==> config.mk <==
export PLATFORM = sky130hd
export DESIGN_NAME = seven_segment_scan_decoder
export DESIGN_NICKNAME = d
export VERILOG_FILES = /design/src/rtl/seven_segment_scan_decoder.sv
export SDC_FILE = /design/constraint.sdc
export NUM_CORES = 1
export LEC_CHECK = 0
export ABC_CLOCK_PERIOD_IN_PS = 2400
export BUFFER_PORTS_ARGS = -buffer_cell sky130_fd_sc_hd__buf_2
export CAP_MARGIN = 25
export CORE_UTILIZATION = 45
export CTS_BUF_LIST = sky130_fd_sc_hd__clkbuf_8
export DETAILED_ROUTE_END_ITERATION = 16
export GPL_TIMING_DRIVEN = 0
export PLACE_DENSITY = 0.65
export SETUP_SLACK_MARGIN = 0.3
export SLEW_MARGIN = 30
export SYNTH_ARGS = -nofsm -noshare
export SYNTH_HDL_FRONTEND = slang
export SYNTH_SLANG_ARGS = --single-unit
==> constraint.sdc <==
create_clock -name clk -period 2.4 [get_ports clk]
set_input_delay 0 -clock clk [delete_from_list [all_inputs] [get_ports clk]]
set_output_delay 0 -clock clk [all_outputs]
set_load 0.01 [all_outputs]
==> src/rtl/seven_segment_scan_decoder.sv <==
// Receive-side decoder for a multiplexed active-low seven-segment bus.
// Each digit's pattern must hold for STABLE_CYCLES samples before it is decoded to a nibble.
`timescale 1ns/1ps
module seven_segment_scan_decoder #(
  parameter int DIGITS        = 4,
  parameter int STABLE_CYCLES = 3
) (
  input  logic                  clk,
  input  logic                  reset,
  input  logic [6:0]            display,
  input  logic [DIGITS-1:0]     anode,
  output logic [4*DIGITS-1:0]   hex,
  output logic [DIGITS-1:0]     digit_valid,
  output logic [DIGITS-1:0]     error,
  output logic                  frame_valid
);

  localparam int CW = $clog2(STABLE_CYCLES + 1);
  localparam int IW = (DIGITS > 1) ? $clog2(DIGITS) : 1;
  localparam logic [CW-1:0] CNT_MAX = CW'(STABLE_CYCLES);

  logic [6:0]          s_disp_q, p_disp_q;
  logic [DIGITS-1:0]   s_an_q, p_an_q;
  logic [CW-1:0]       cnt_q, cnt_d;
  logic                committed_q, committed_d;
  logic [DIGITS-1:0]   seen_q, seen_d, seen_set;
  logic [4*DIGITS-1:0] hex_q, hex_d;
  logic [DIGITS-1:0]   valid_q, valid_d, err_q, err_d;
  logic                frame_q, frame_d;

  logic [DIGITS-1:0]   an_low;
  logic                selected, same, commit;
  logic [IW-1:0]       sel_idx;
  logic [6:0]          pat;
  logic                legal, blank;
  logic [3:0]          nib;

  always_comb begin
    an_low   = ~s_an_q;
    selected = (an_low != '0) && ((an_low & (an_low - DIGITS'(1))) == '0);
    sel_idx  = '0;
    for (int k = 0; k < DIGITS; k++) begin
      if (an_low[k]) sel_idx = IW'(k);
    end
    same = (s_disp_q == p_disp_q) && (s_an_q == p_an_q);
  end

  // The committed flag is cleared before the commit test so a fresh sample can commit at once.
  always_comb begin
    cnt_d       = cnt_q;
    committed_d = committed_q;
    commit      = 1'b0;
    if (!selected) begin
      cnt_d       = '0;
      committed_d = 1'b0;
    end else if (same) begin
      if (cnt_q != CNT_MAX) cnt_d = cnt_q + CW'(1);
    end else begin
      cnt_d       = CW'(1);
      committed_d = 1'b0;
    end
    if (selected && (cnt_d == CNT_MAX) && !committed_d) begin
      commit      = 1'b1;
      committed_d = 1'b1;
    end
  end

  always_comb begin
    pat   = ~s_disp_q;
    blank = (pat == 7'h00);
    legal = 1'b1;
    nib   = 4'h0;
    case (pat)
      7'h3F: nib = 4'h0;
      7'h06: nib = 4'h1;
      7'h5B: nib = 4'h2;
      7'h4F: nib = 4'h3;
      7'h66: nib = 4'h4;
      7'h6D: nib = 4'h5;
      7'h7D: nib = 4'h6;
      7'h07: nib = 4'h7;
      7'h7F: nib = 4'h8;
      7'h6F: nib = 4'h9;
      7'h77: nib = 4'hA;
      7'h7C: nib = 4'hB;
      7'h39: nib = 4'hC;
      7'h5E: nib = 4'hD;
      7'h79: nib = 4'hE;
      7'h71: nib = 4'hF;
      default: legal = 1'b0;
    endcase
  end

  for (genvar gi = 0; gi < DIGITS; gi++) begin : g_digit
    logic hit;
    assign hit                  = commit && (sel_idx == IW'(gi));
    assign hex_d[4*gi +: 4]     = (hit && legal) ? nib : hex_q[4*gi +: 4];
    assign valid_d[gi]          = hit ? legal : valid_q[gi];
    assign err_d[gi]            = hit ? (!legal && !blank) : err_q[gi];
    assign seen_set[gi]         = seen_q[gi] | hit;
  end

  // The completing commit's own seen bit is dropped along with the rest.
  always_comb begin
    frame_d = commit && (&seen_set);
    seen_d  = frame_d ? '0 : seen_set;
  end

  always_ff @(posedge clk) begin
    if (reset) begin
      s_disp_q    <= '1;
      s_an_q      <= '1;
      p_disp_q    <= '1;
      p_an_q      <= '1;
      cnt_q       <= '0;
      committed_q <= 1'b0;
      seen_q      <= '0;
      hex_q       <= '0;
      valid_q     <= '0;
      err_q       <= '0;
      frame_q     <= 1'b0;
    end else begin
      s_disp_q    <= display;
      s_an_q      <= anode;
      p_disp_q    <= s_disp_q;
      p_an_q      <= s_an_q;
      cnt_q       <= cnt_d;
      committed_q <= committed_d;
      seen_q      <= seen_d;
      hex_q       <= hex_d;
      valid_q     <= valid_d;
      err_q       <= err_d;
      frame_q     <= frame_d;
    end
  end

  assign hex         = hex_q;
  assign digit_valid = valid_q;
  assign error       = err_q;
  assign frame_valid = frame_q;

endmodule
; Word-level counts from Yosys, hierarchy flattened
; Cells that the tools add are included.
[totals]
ff_bits = 54
in_bits = 13
out_inout_bits = 25
wordCells = 88
[op_classes]
n_addsub = 2
n_eq_ne = 23
n_mux = 12
bitwise = 7
reduce_logical = 24
[ops]
columns = op, n
row1 = $eq 7x7->1 const B, 12
row2 = $pmux 4 s15, 1
row3 = $reduce_or 16->1, 1
row4 = $eq 7x3->1 const B, 2
row5 = $eq 7x6->1 const B, 2
row6 = $logic_and 1x1->1, 14
row7 = $mux 2, 5
row8 = $eq 7x7->1, 1
row9 = $logic_not 7->1, 1
row10 = $not 7->7, 1
row11 = $eq 2x2->1 const B, 3
row12 = $mux 1, 6
row13 = $and 4x4->4, 1
row14 = $eq 4x4->1, 1
row15 = $logic_not 4->1, 1
row16 = $not 4->4, 1
row17 = $or 1x1->1, 4
row18 = $reduce_and 4->1, 1
row19 = $reduce_bool 4->1, 1
row20 = $sub 4x1->4 const B, 1
row21 = $logic_not 1->1, 3
row22 = $add 2x1->2 const B, 1
row23 = $eq 2x1->1 const B, 1
row24 = $logic_not 2->1, 1
row25 = 2 further kinds, 2

; Depth between registers and ports, before layout
; Gate-level depths: netlist (run 1).
[logic_depth]
word_depth = 15
mapped_depth = 7
mapped_depth_nobuf = 5

; Least setup slack after synthesis (run 1)
; No wires, ideal clock.
[synth_path]
path_type = flip-flop to flip-flop
start = register s_disp_q[3]
end = register hex_q[2] (netlist: hex[2])
setup_time_ns = 0.117
arrival_time_ns = 1.559
required_time_ns = 2.283
path_slack_ns = 0.723
path_stages_with_launch = 7
path_buffers = 1
period_less_slack_ns = 1.677
cell_sequence = dfxtp_1 -> buf_6 -> xnor2_4 -> nand4_4 -> nor4_4 -> o21ai_2 -> a32o_1
[synth_between]
elab_chain_cells = 10
word_cells_on_any_way = 33
classes_between = 18 x eq/ne / 7 x mux / 1 x bitwise / 7 x reduce/logical
[synth_rtl]
columns = item, line_no
row1 = start: declaration, 22  ; logic [6:0] s_disp_q, p_disp_q;
row2 = start signal: assignment, 123  ; s_disp_q <= display;
row3 = $eq 7x7->1, 45  ; same = (s_disp_q == p_disp_q) && (s_an_q == p_an_q);
row4 = $logic_and 1x1->1, 45
row5 = $mux 2, 56  ; end else if (same) begin
row6 = $mux 2, 53  ; if (!selected) begin
row7 = $eq 2x2->1, 62  ; if (selected && (cnt_d == CNT_MAX) && !committed_d) begin
row8 = $logic_and 1x1->1 (2 in series), 62
row9 = $mux 1, 62
row10 = $logic_and 1x1->1, 96  ; assign hit = commit && (sel_idx == IW'(gi));
row11 = $logic_and 1x1->1, 97  ; assign hex_d[4*gi +: 4] = (hit && legal) ? nib : hex_q[4*gi +: 4];
row12 = end signal: assignment, 118  ; hex_q <= '0;
row13 = end signal: assignment, 130  ; hex_q <= hex_d;
row14 = end: declaration, 27  ; logic [4*DIGITS-1:0] hex_q, hex_d;
; Parallel ways exist; a longest one is shown, timed or not.
; A chain may end at the register's enable or synchronous reset.

; Worst setup path in the final report (run 1)
[layout_path]
start = register s_disp_q[3]
end = register err_q[3] (netlist: error[3])
[layout_between]
elab_chain_cells = 9
word_cells_on_any_way = 35
classes_between = 18 x eq/ne / 6 x mux / 1 x bitwise / 10 x reduce/logical
[layout_rtl]
columns = item, line_no
row1 = $eq 7x7->1, 45
row2 = $logic_and 1x1->1, 45
row3 = $mux 2, 56
row4 = $mux 2, 53
row5 = $eq 2x2->1, 62
row6 = $logic_and 1x1->1 (2 in series), 62
row7 = $mux 1, 62
row8 = $logic_and 1x1->1, 96
row9 = end signal: assignment, 132  ; err_q <= err_d;
row10 = end: declaration, 28  ; logic [DIGITS-1:0] valid_q, valid_d, err_q, err_d;
; Parallel ways exist; a longest one is shown, timed or not.

==> summary.txt, run 1 <==
Yosys
  • Yosys cell types: 60
  • Post-synth EDFFs: 0
  • Register bit count reported by yosys: 54
  • Largest cells by area after synthesis: dfxtp_1, or2_2, mux2i_1
  • Most frequent cell after synthesis: dfxtp_1
  • Asr flop ratio synth: 0
  • Dominant cell type by area after synthesis: dfxtp_1
  • Synth Net Count: 280
  • Sequential area share after synthesis: 0.3971
  • Commonest cells in the netlist: dfxtp_1, nand2_1, or2_2
  • Synthesized area per cell: 10.20 sq um
  • Main synth FF type: dfxtp_1
  • Mapped Area: 2723 sq um
  • Synth warn: 0
  • Post-synth top area share: 0.3971
  • Post-Synthesis Cells: 267

Power and ir drop
  • Leak pwr: 0.001338 uW
  • Design Power: 1701 uW
  • PD cells: 525.1 nW/um^2
  • Worst vdd ir: 0.3013 mV

Clocking
  • CTS Root Cell: clkbuf_8
  • CTS max path bufs: 2
  • CTS H-tree lvls: 2
  • Worst-path clk slew: 110 ps
  • Sink Count: 54
  • Total CTS buffers: 5
  • TritonCTS clock tree: built
  • Worst skew pair latency: 320 ps

Timing
  • Relative slew slack: 0.6098
  • Max Freq: 507.1 MHz
  • Minimum clock period: 1972 ps
  • Final setup violation count: 0
  • Max Transition Viols Final: 0
  • RSZ-0062 raised after global routing: true
  • Final worst-path cycle share: 0.8217
  • Final hold slack: 47.91 ps
  • Setup TNS: 0 ps
  • Setup Skew: 20.06 ps
  • Slew of the pin with the lowest slew margin: 580.4 ps
  • Final hold vios: 0

Die
  • Die Ht: 79.79 microns
  • Starting density of the core: 0.4797
  • Die X: 79.79 microns
  • Core footprint: 5675 sq um
  • # rows: 27
  • Die footprint: 6366 sq um
  • IO Count: 38

Setup path
  • CP Launch Type: register
  • Crit path kind: reg2reg
  • Worst Path Required: 2640 ps
  • CP Max Fanout: 10
  • CP endpoint kind: register
  • Critical path arrival: 2220 ps

Global routing
  • All-layer global routing usage: 0.2047
  • Gr ovfl total: 0
  • Number of antenna violations at the first check in global routing: 0
  • Vias in the first global route: 2037
  • Largest net degree at the start of global routing: 18
  • First-pass GRT wire length: 9970 microns

Routing
  • DRT Pass-1 Iters: 4
  • Detail Route Antenna Nets: 0
  • Top Metal Used: met4
  • Vias: 2122
  • Met2 WL: 2889 microns
  • DRC: 0
  • Per-cell routed wire length: 14.96 microns
  • Drt total wl: 5938 microns
  • Met1 Wirelength: 2803 microns
  • Initial DRC Count: 82
  • Met3 routed WL: 189 microns
  • Via density: 5.345

Layout
  • # fillers: 529
  • Layout Utilization: 0.5708
  • Synth-to-Final Area Change: 18.98%
  • Ant. Diodes: 0
  • Fraction of layout cells with a size suffix above 1: 0.3354
  • Nets: 337

Flow run
  • Total of max-cap violations: 0

Min path
  • Min-Delay Path Class: in2reg

Run status
  • Outcome: completed

Place
  • Post-DP HPWL: 4302 microns
  • Port Buffer Count: 37
  • Final GP Congestion: 0.8361
layout by cell type, fill, tap and decap left out, drive strengths merged, types with 11 or more instances in the layout:
cell type,instances
dfxtp,54
mux2i,12
buf,51
nor2,11
or2,21
xnor2,11
nand2,22
dlygate4sd3,11
clkbuf,11
power by group:
part,total (uW),switching [uW],internal (uW),leakage (uW)
combinational,223,120,103,0.000847
sequential,930,15.6,914,0.000440
clock,548,309,238,0.0000514
total,1700,445,1260,0.00134
what timing repair did:
item | 4_1_cts | 5_1_grt
resized for setup | 0 | 3
setup buffers | 0 | 2
endpoints found under the hold margin | 11 | 0
setup endpoints to repair | 0 | 9
hold buffers | 11 | 0
per-layer routing:
layer,GRT usage,up-vias
met1,0.2734,1000
met5,0,-
li1,-,1068
met4,0.05179,0
met3,0.03657,8
met2,0.3402,46
flip-flops by register name, indices dropped and copies added (netlist names):
name	cells
cnt_q	2
committed_q	1
digit_valid	4
error	4
frame_valid	1
hex	16
p_an_q	4
p_disp_q	7
s_an_q	4
s_disp_q	7
seen_q	4
area by class of cell:
| class | instances | area [sq um] | share of cell area |
|---|---|---|---|
| clock inverters | 2 | 17.52 | 0.005407 |
| flip-flops and latches | 54 | 1081 | 0.3337 |
| multi-input cells | 187 | 1493 | 0.4608 |
| clock buffers | 6 | 82.58 | 0.02549 |
| repair buffers | 50 | 310.3 | 0.09579 |
| inverters | 9 | 33.78 | 0.01043 |
| plain buffers | 17 | 131.4 | 0.04056 |
| well taps | 72 | 90.09 | 0.02781 |
cell families (layout without fill, tap and decap cells):
logic type / Yosys count / in the layout / share of synthesized area
compound gates: 49 / 49 / 0.1425
buf+inv: 26 / 84 / 0.06066
simple gates: 112 / 112 / 0.2748
xor+xnor: 14 / 14 / 0.08089
mux: 12 / 12 / 0.04412
flops: 54 / 54 / 0.3971
critical path, cell delays in order (launching register included):
cell     delay [ps]
dfxtp_1         470
buf_6           190
xnor2_4         140
and4_2          260
nand4_1         250
nor3_2          380
mux2i_1         220
stage by stage:
step	cell area [sq um]	worst slack [ps]	instances
CTS	3208	425.5	395
finish	3239	427.9	397
floorplan	2723	723.4	267
global route	3239	273.4	397
detailed placement	2998	430.6	376
global placement	2998	437.1	376
path summary, 6_finish.rpt:
kind / cells after the start / slack, ps / start / end
setup reg to reg: 6 / 430 / s_disp_q[3] / error[3]
hold / removal: 3 / 50 / reset / cnt_q[0]
hold reg to reg: 2 / 450 / hex[10] / hex[10]
setup / recovery: 6 / 430 / s_disp_q[3] / error[3]
Power figures use the tool's default switching activity.
==> inputs of run 2 (changes only) <==
--- a/config.mk
+++ b/config.mk
@@ -5,14 +5,15 @@
 export SDC_FILE = /design/constraint.sdc
 export NUM_CORES = 1
 export LEC_CHECK = 0
-export ABC_CLOCK_PERIOD_IN_PS = 2400
+export ABC_AREA = 1
+export ABC_CLOCK_PERIOD_IN_PS = 2040
 export BUFFER_PORTS_ARGS = -buffer_cell sky130_fd_sc_hd__buf_2
 export CAP_MARGIN = 25
 export CORE_UTILIZATION = 45
 export CTS_BUF_LIST = sky130_fd_sc_hd__clkbuf_8
 export DETAILED_ROUTE_END_ITERATION = 16
 export GPL_TIMING_DRIVEN = 0
-export PLACE_DENSITY = 0.65
+export PLACE_DENSITY = 0.66
 export SETUP_SLACK_MARGIN = 0.3
 export SLEW_MARGIN = 30
 export SYNTH_ARGS = -nofsm -noshare
==> constraint.sdc (replaced) <==
create_clock -name clk -period 2.04 [get_ports clk]
set_input_delay 0 -clock clk [delete_from_list [all_inputs] [get_ports clk]]
set_output_delay 0 -clock clk [all_outputs]
set_load 0.01 [all_outputs]
==> run 2 against run 1 <==
  * First-iteration DRC count grew 87%
  * Final cell count rose by 23%
  * Design area is 0.46% lower
  * Die area fell by 10%
  * Clock skew decreased by 6.8 ps
  * Synthesized cell count grew 32%
  * Fmax up 9.3%
  * Sequential power grew 18%
  * Non-clock buffer count fell by 5
  * Worst hold slack got worse by 33 ps
  * Critical path type unchanged
==> summary.txt, run 2 <==
Timing
  • Final worst-path cycle share: 0.8847 (+0.06303)
  • Final setup violation count: 0 (unchanged)
  • Setup TNS: 0 ps (unchanged)
  • Final hold vios: 0 (unchanged)
  • Setup Skew: 13.23 ps (-6.826 ps)
  • Max Freq: 554.1 MHz (+9.3%)
  • RSZ-0062 raised after global routing: true
  • Slew of the pin with the lowest slew margin: 538.9 ps (-41.55 ps)
  • Worst Setup Slack, final: 235.1 ps (-192.8 ps)
  • Max Transition Viols Final: 0 (unchanged)
  • Relative slew slack: 0.6408 (+0.03101)
  • Minimum clock period: 1805 ps (-167.2 ps)

Yosys
  • Commonest cells in the netlist: nand2_1, dfxtp_1, nor2_1
  • Synth warn: 0 (unchanged)
  • Register bit count reported by yosys: 54 (unchanged)
  • Most frequent cell after synthesis: nand2_1
  • Dominant cell type by area after synthesis: dfxtp_1
  • Main synth FF type: dfxtp_1
  • Asr flop ratio synth: 0 (unchanged)
  • Synth Net Count: 366 (+31%)
  • Synthesized area per cell: 6.901 sq um (-32%)
  • Post-Synthesis Cells: 353 (+32%)
  • Mapped Area: 2436 sq um (-11%)
  • Post-synth EDFFs: 0 (unchanged)
  • Sequential area share after synthesis: 0.4438 (+0.04670)
  • Yosys cell types: 26 (-57%)
  • Largest cells by area after synthesis: dfxtp_1, nand2_1, nor2_1
  • Post-synth top area share: 0.4438 (+0.04670)

Setup path
  • Crit path kind: reg2reg
  • Critical path arrival: 2020 ps (-200 ps)
  • CP peak stage delay: 390 ps (-80 ps)
  • CP Cell Sequence: inv_2, nand2_1, nand2_1, nor2_1, nand2_1, nor2_2, nand4_2, nor2_4, buf_12, o221ai_1, o21bai_2, nor2_1
  • CP max stage cell: dfxtp_4
  • Worst Path Required: 2250 ps (-390 ps)
  • CP endpoint kind: register
  • Reg2reg setup slack: 240 ps (-190 ps)
  • Most frequent CP cell: nand2_1
  • CP Launch Type: register
  • CP Max Fanout: 8 (-2)

Place
  • Final GP Congestion: 0.8523 (+1.9%)
  • Port Buffer Count: 37 (unchanged)
  • Setup WS pre-CTS: 10.26 ps (-420.3 ps)
  • Post-DP HPWL: 3871 microns (-10%)

Layout
  • Fraction of layout cells with a size suffix above 1: 0.3301 (-0.005241)
  • Most frequent cells in the layout: nand2_1, inv_1, nor2_1, dfxtp_1, buf_2
  • Commonest non-fill, non-tap cell in the layout: nand2_1
  • Ant. Diodes: 0 (unchanged)
  • Max reg flops: 16 (unchanged)
  • Synth-to-Final Area Change: 32.36%
  • Layout Utilization: 0.6234 (+0.05260)
  • Nets: 430 (+28%)

Clocking
  • Worst-path clk slew: 100 ps (about the same)
  • CTS max path bufs: 2 (unchanged)
  • Total CTS buffers: 5 (unchanged)
  • CTS H-tree lvls: 2 (unchanged)
  • Worst skew pair latency: 310 ps (about the same)
  • CTS Root Cell: clkbuf_8
  • TritonCTS clock tree: built
  • Sink Count: 54 (unchanged)

Min path
  • Min-Delay Path Class: in2reg

Global routing
  • Gr ovfl total: 0 (unchanged)
  • Number of antenna violations at the first check in global routing: 0 (unchanged)
  • First-pass GRT wire length: 8894 microns (-11%)
  • Vias in the first global route: 1979 (-2.8%)
  • All-layer global routing usage: 0.2098 (+0.005085)
  • Largest net degree at the start of global routing: 18 (unchanged)

Die
  • # rows: 26 (-3.7%)
  • Die Ht: 75.58 microns (-5.3%)
  • Die footprint: 5712 sq um (-10%)
  • Starting density of the core: 0.4710 (-0.008745)
  • IO Count: 38 (unchanged)
  • Core footprint: 5172 sq um (-8.9%)
  • Die X: 75.58 microns (-5.3%)

Routing
  • DRT Pass-1 Iters: 4 (unchanged)
  • Initial DRC Count: 153 (+87%)
  • Detail Route Antenna Nets: 0 (unchanged)
  • DRC: 0 (unchanged)
  • Per-cell routed wire length: 11.68 microns (-22%)
  • Vias: 2326 (+9.6%)
  • Via density: 4.766 (-11%)
  • Drt total wl: 5702 microns (-4.0%)

Power and ir drop
  • Leak pwr: 0.001534 uW (+15%)
  • Worst vdd ir: 0.3970 mV (+32%)
  • Design Power: 1935 uW (+14%)
  • PD cells: 600.1 nW/um^2 (+14%)

Run status
  • Outcome: completed

Flow run
  • Total of max-cap violations: 0 (unchanged)
[run 2: stage by stage]
step                instance area (sq um)  hold slack [ps]  cells
global placement                     2709            181.4    460
detailed placement                   2709            183.5    460
finish                               3224            15.07    488
CTS                                  3100            5.365    485
floorplan                            2436            103.8    353
global route                         3224            27.16    488
[run 2: final timing paths]
check                                  from        end  cells after the start
worst max-delay path            s_disp_q[0]  seen_q[3]                     12
worst min-delay path                  reset    hex[13]                      4
worst max register to register  s_disp_q[0]  seen_q[3]                     12
worst min register to register      hex[13]    hex[13]                      2
[run 2: metal layers]
layer,track usage,share of wire,wire length [microns],vias to the layer above
met5,0,0,0,-
met4,0.07819,0.017,99,0
met3,0.03968,0.032,181,8
met2,0.3492,0.49,2786,45
met1,0.2712,0.46,2635,1055
li1,-,-,-,1218
[run 2: area by class of cell]
| class | count | area (sq um) |
|---|---|---|
| timing repair buffer | 57 | 386.6 |
| sequential | 54 | 1120 |
| multi-input combinational | 236 | 1291 |
| tap | 70 | 87.58 |
| clock inverter | 2 | 17.52 |
| inverter | 58 | 220.2 |
| fill | 471 | 1948 |
| buffer | 5 | 18.77 |
| clock buffer | 6 | 82.58 |
[run 2: power by group]
group | internal, uW | leakage, uW | switching (uW)
logic | 82.7 | 0.00104 | 115
registers | 1070 | 0.000440 | 28.4
clock network | 280 | 0.0000514 | 356
total | 1430 | 0.00153 | 500
[run 2: repair_timing]
item | 4_1_cts | 5_1_grt
resized for setup | 48 | 39
hold buffers | 11 | 0
pin swaps | 8 | 18
endpoints found under the hold margin | 11 | 0
endpoints found under the setup margin | 29 | 29
buffers inserted | 6 | 3
[run 2: worst max-delay path, delay by kind of cell, from the launching register on]
| kind | cells | cell delay [ps] |
|---|---|---|
| buf+inv | 2 | 190 |
| compound gates | 2 | 360 |
| flops | 1 | 390 |
| simple gates | 8 | 770 |
[run 2: cells by family (layout without fill, tap and decap cells)]
kind of cell	count (synthesis)	count (layout)	synth area share
and+or+nand+nor	189	189	0.3472
AOI/OAI and AO/OA	42	42	0.09399
DFF	54	54	0.4438
xor gates and xnor gates	5	5	0.01798
buffers and inverters	63	128	0.09707
==> inputs of run 3 (changes only) <==
==> constraint.sdc (replaced) <==
create_clock -name clk -period 2.04 [get_ports clk]
set_input_delay 0.408 -clock clk [delete_from_list [all_inputs] [get_ports clk]]
set_output_delay 0.408 -clock clk [all_outputs]
set_load 0.01 [all_outputs]
==> run 3 against run 2 <==
  * Critical endpoint unchanged
  * Highest routed layer unchanged
  * Critical path type unchanged
  * First-iteration DRC count decreased by 2.0%
  * Count of clock-buffer cells in the layout is the same
  * Sequential share of layout area is 1.2 points higher
==> summary.txt, run 3 (synthesis results as in run 2) <==
Power and ir drop
  • PD cells: 614.8 nW/um^2 (+2.5%)
  • Design Power: 1918 uW (-0.85%)
  • Worst vdd ir: 0.3968 mV (about the same)
  • Leak pwr: 0.001489 uW (-2.9%)

Routing
  • Detail Route Antenna Nets: 0 (unchanged)
  • DRC: 0 (unchanged)
  • Initial DRC Count: 150 (-2.0%)
  • Per-cell routed wire length: 11.69 microns (about the same)
  • Drt total wl: 5578 microns (-2.2%)
  • Via density: 4.771 (+0.11%)
  • DRT Pass-1 Iters: 4 (unchanged)
  • Vias: 2276 (-2.1%)

Global routing
  • Gr ovfl total: 0 (unchanged)
  • Largest net degree at the start of global routing: 18 (unchanged)
  • Number of antenna violations at the first check in global routing: 0 (unchanged)
  • First-pass GRT wire length: 8735 microns (-1.8%)
  • Vias in the first global route: 1943 (-1.8%)
  • All-layer global routing usage: 0.2058 (-0.003974)

Layout
  • Final instance area: 3120 sq um (-3.2%)
  • Ant. Diodes: 0 (unchanged)
  • Most frequent cells in the layout: nand2_1, inv_1, nor2_1, dfxtp_1, buf_2
  • Fraction of layout cells with a size suffix above 1: 0.3440 (+0.01384)
  • Commonest non-fill, non-tap cell in the layout: nand2_1
  • Synth-to-Final Area Change: 28.09%
  • Max reg flops: 16 (unchanged)
  • # fillers: 478 (+1.5%)
  • Nets: 419 (-2.6%)

Die
  • Die footprint: 5712 sq um (unchanged)
  • Core footprint: 5172 sq um (unchanged)
  • # rows: 26 (unchanged)
  • Die X: 75.58 microns (unchanged)
  • IO Count: 38 (unchanged)
  • Starting density of the core: 0.4710 (unchanged)
  • Die Ht: 75.58 microns (unchanged)

Timing
  • Worst Setup Slack, final: 239.6 ps (+4.427 ps)
  • RSZ-0062 raised after global routing: true
  • Max Freq: 555.4 MHz (+0.25%)
  • Final setup violation count: 0 (unchanged)
  • Max Transition Viols Final: 0 (unchanged)
  • Minimum clock period: 1800 ps (-4.427 ps)
  • Final hold vios: 0 (unchanged)
  • Final hold slack: 274.4 ps (+259.3 ps)
  • Relative slew slack: 0.6349 (-0.005904)
  • Slew of the pin with the lowest slew margin: 547.7 ps (+8.855 ps)
  • Setup TNS: 0 ps (unchanged)
  • Setup Skew: 12.12 ps (-1.108 ps)
  • Final worst-path cycle share: 0.8826 (-0.002170)

Min path
  • Worst hold start: anode[3]
  • Min-Delay Path Class: in2reg

Clocking
  • TritonCTS clock tree: built
  • CTS Root Cell: clkbuf_8
  • CTS max path bufs: 2 (unchanged)
  • Hold-fix buffers at CTS: 0 (-11)
  • CTS H-tree lvls: 2 (unchanged)
  • Worst skew pair latency: 310 ps (about the same)
  • Sink Count: 54 (unchanged)
  • Worst-path clk slew: 100 ps (about the same)
  • Total CTS buffers: 5 (unchanged)

Setup path
  • Critical path arrival: 2010 ps (about the same)
  • Worst Path Required: 2250 ps (about the same)
  • CP startpoint: s_disp_q[1]
  • Crit path kind: reg2reg
  • CP Max Fanout: 8 (unchanged)
  • Reg2Reg Launch Point: s_disp_q[1]
  • CP endpoint kind: register
  • CP Launch Type: register

Place
  • Post-DP HPWL: 3871 microns (unchanged)
  • Port Buffer Count: 37 (unchanged)
  • DP Area: 2709 sq um (unchanged)
  • Setup WS pre-CTS: 10.26 ps (unchanged)
  • Final GP Congestion: 0.8523 (unchanged)

Run status
  • Outcome: completed

Flow run
  • Total of max-cap violations: 0 (unchanged)
[run 3: path summary, 6_finish.rpt]
check	cells after the start	slack, ps	endpoint
max	12	240	seen_q[3]
min	2	270	s_an_q[3]
max reg2reg	12	240	seen_q[3]
min reg2reg	2	450	hex[13]
[run 3: final cells by class]
cell class	instances	area (sq um)	area share
clock buffer	6	82.58	0.02646
inverter	58	220.2	0.07057
sequential	54	1120	0.3589
timing repair buffer	46	276.5	0.08861
buffer	5	18.77	0.006014
clock inverter	2	17.52	0.005613
multi-input combinational	236	1297	0.4158
tap	70	87.58	0.02807
[run 3: critical path, stage by stage, from the launching register on]
cell and delay, ps:
dfxtp_4 390, inv_2 60, nand2_1 60, nand2_1 50, nor2_1 100, nand2_1 90
nor2_2 120, nand4_2 150, nor2_4 150, buf_12 140, o221ai_1 140, o21bai_2 220
nor2_1 50
[run 3: metal layers]
metal  share of wire  track usage  up-vias
li1                -            -     1199
met1            0.47       0.2668     1027
met2            0.49       0.3413       43
met3           0.028      0.03968        7
met4           0.015      0.07613        0
met5               0            0        -
[run 3: timing repair]
item / CTS / global route
gates cloned: 0 / 0
setup buffers: 6 / 3
pin swaps: 8 / 19
setup endpoints to repair: 29 / 29
resized for setup: 48 / 41
hold endpoints to repair: 0 / 0
[run 3: power by group]
| group | total (uW) | leakage (uW) | internal (uW) | switching [uW] |
|---|---|---|---|---|
| clock | 636 | 0.0000514 | 280 | 356 |
| sequential | 1100 | 0.000440 | 1070 | 28.3 |
| combinational | 182 | 0.000998 | 69.1 | 113 |
[run 3: per-stage QoR]
step / std cells / utilization
after CTS: 474 / 0.5781
after floorplan: 353 / -
after global routing: 477 / 0.6033
after global placement: 460 / 0.5237
after detailed placement: 460 / 0.5237
final: 477 / 0.6033
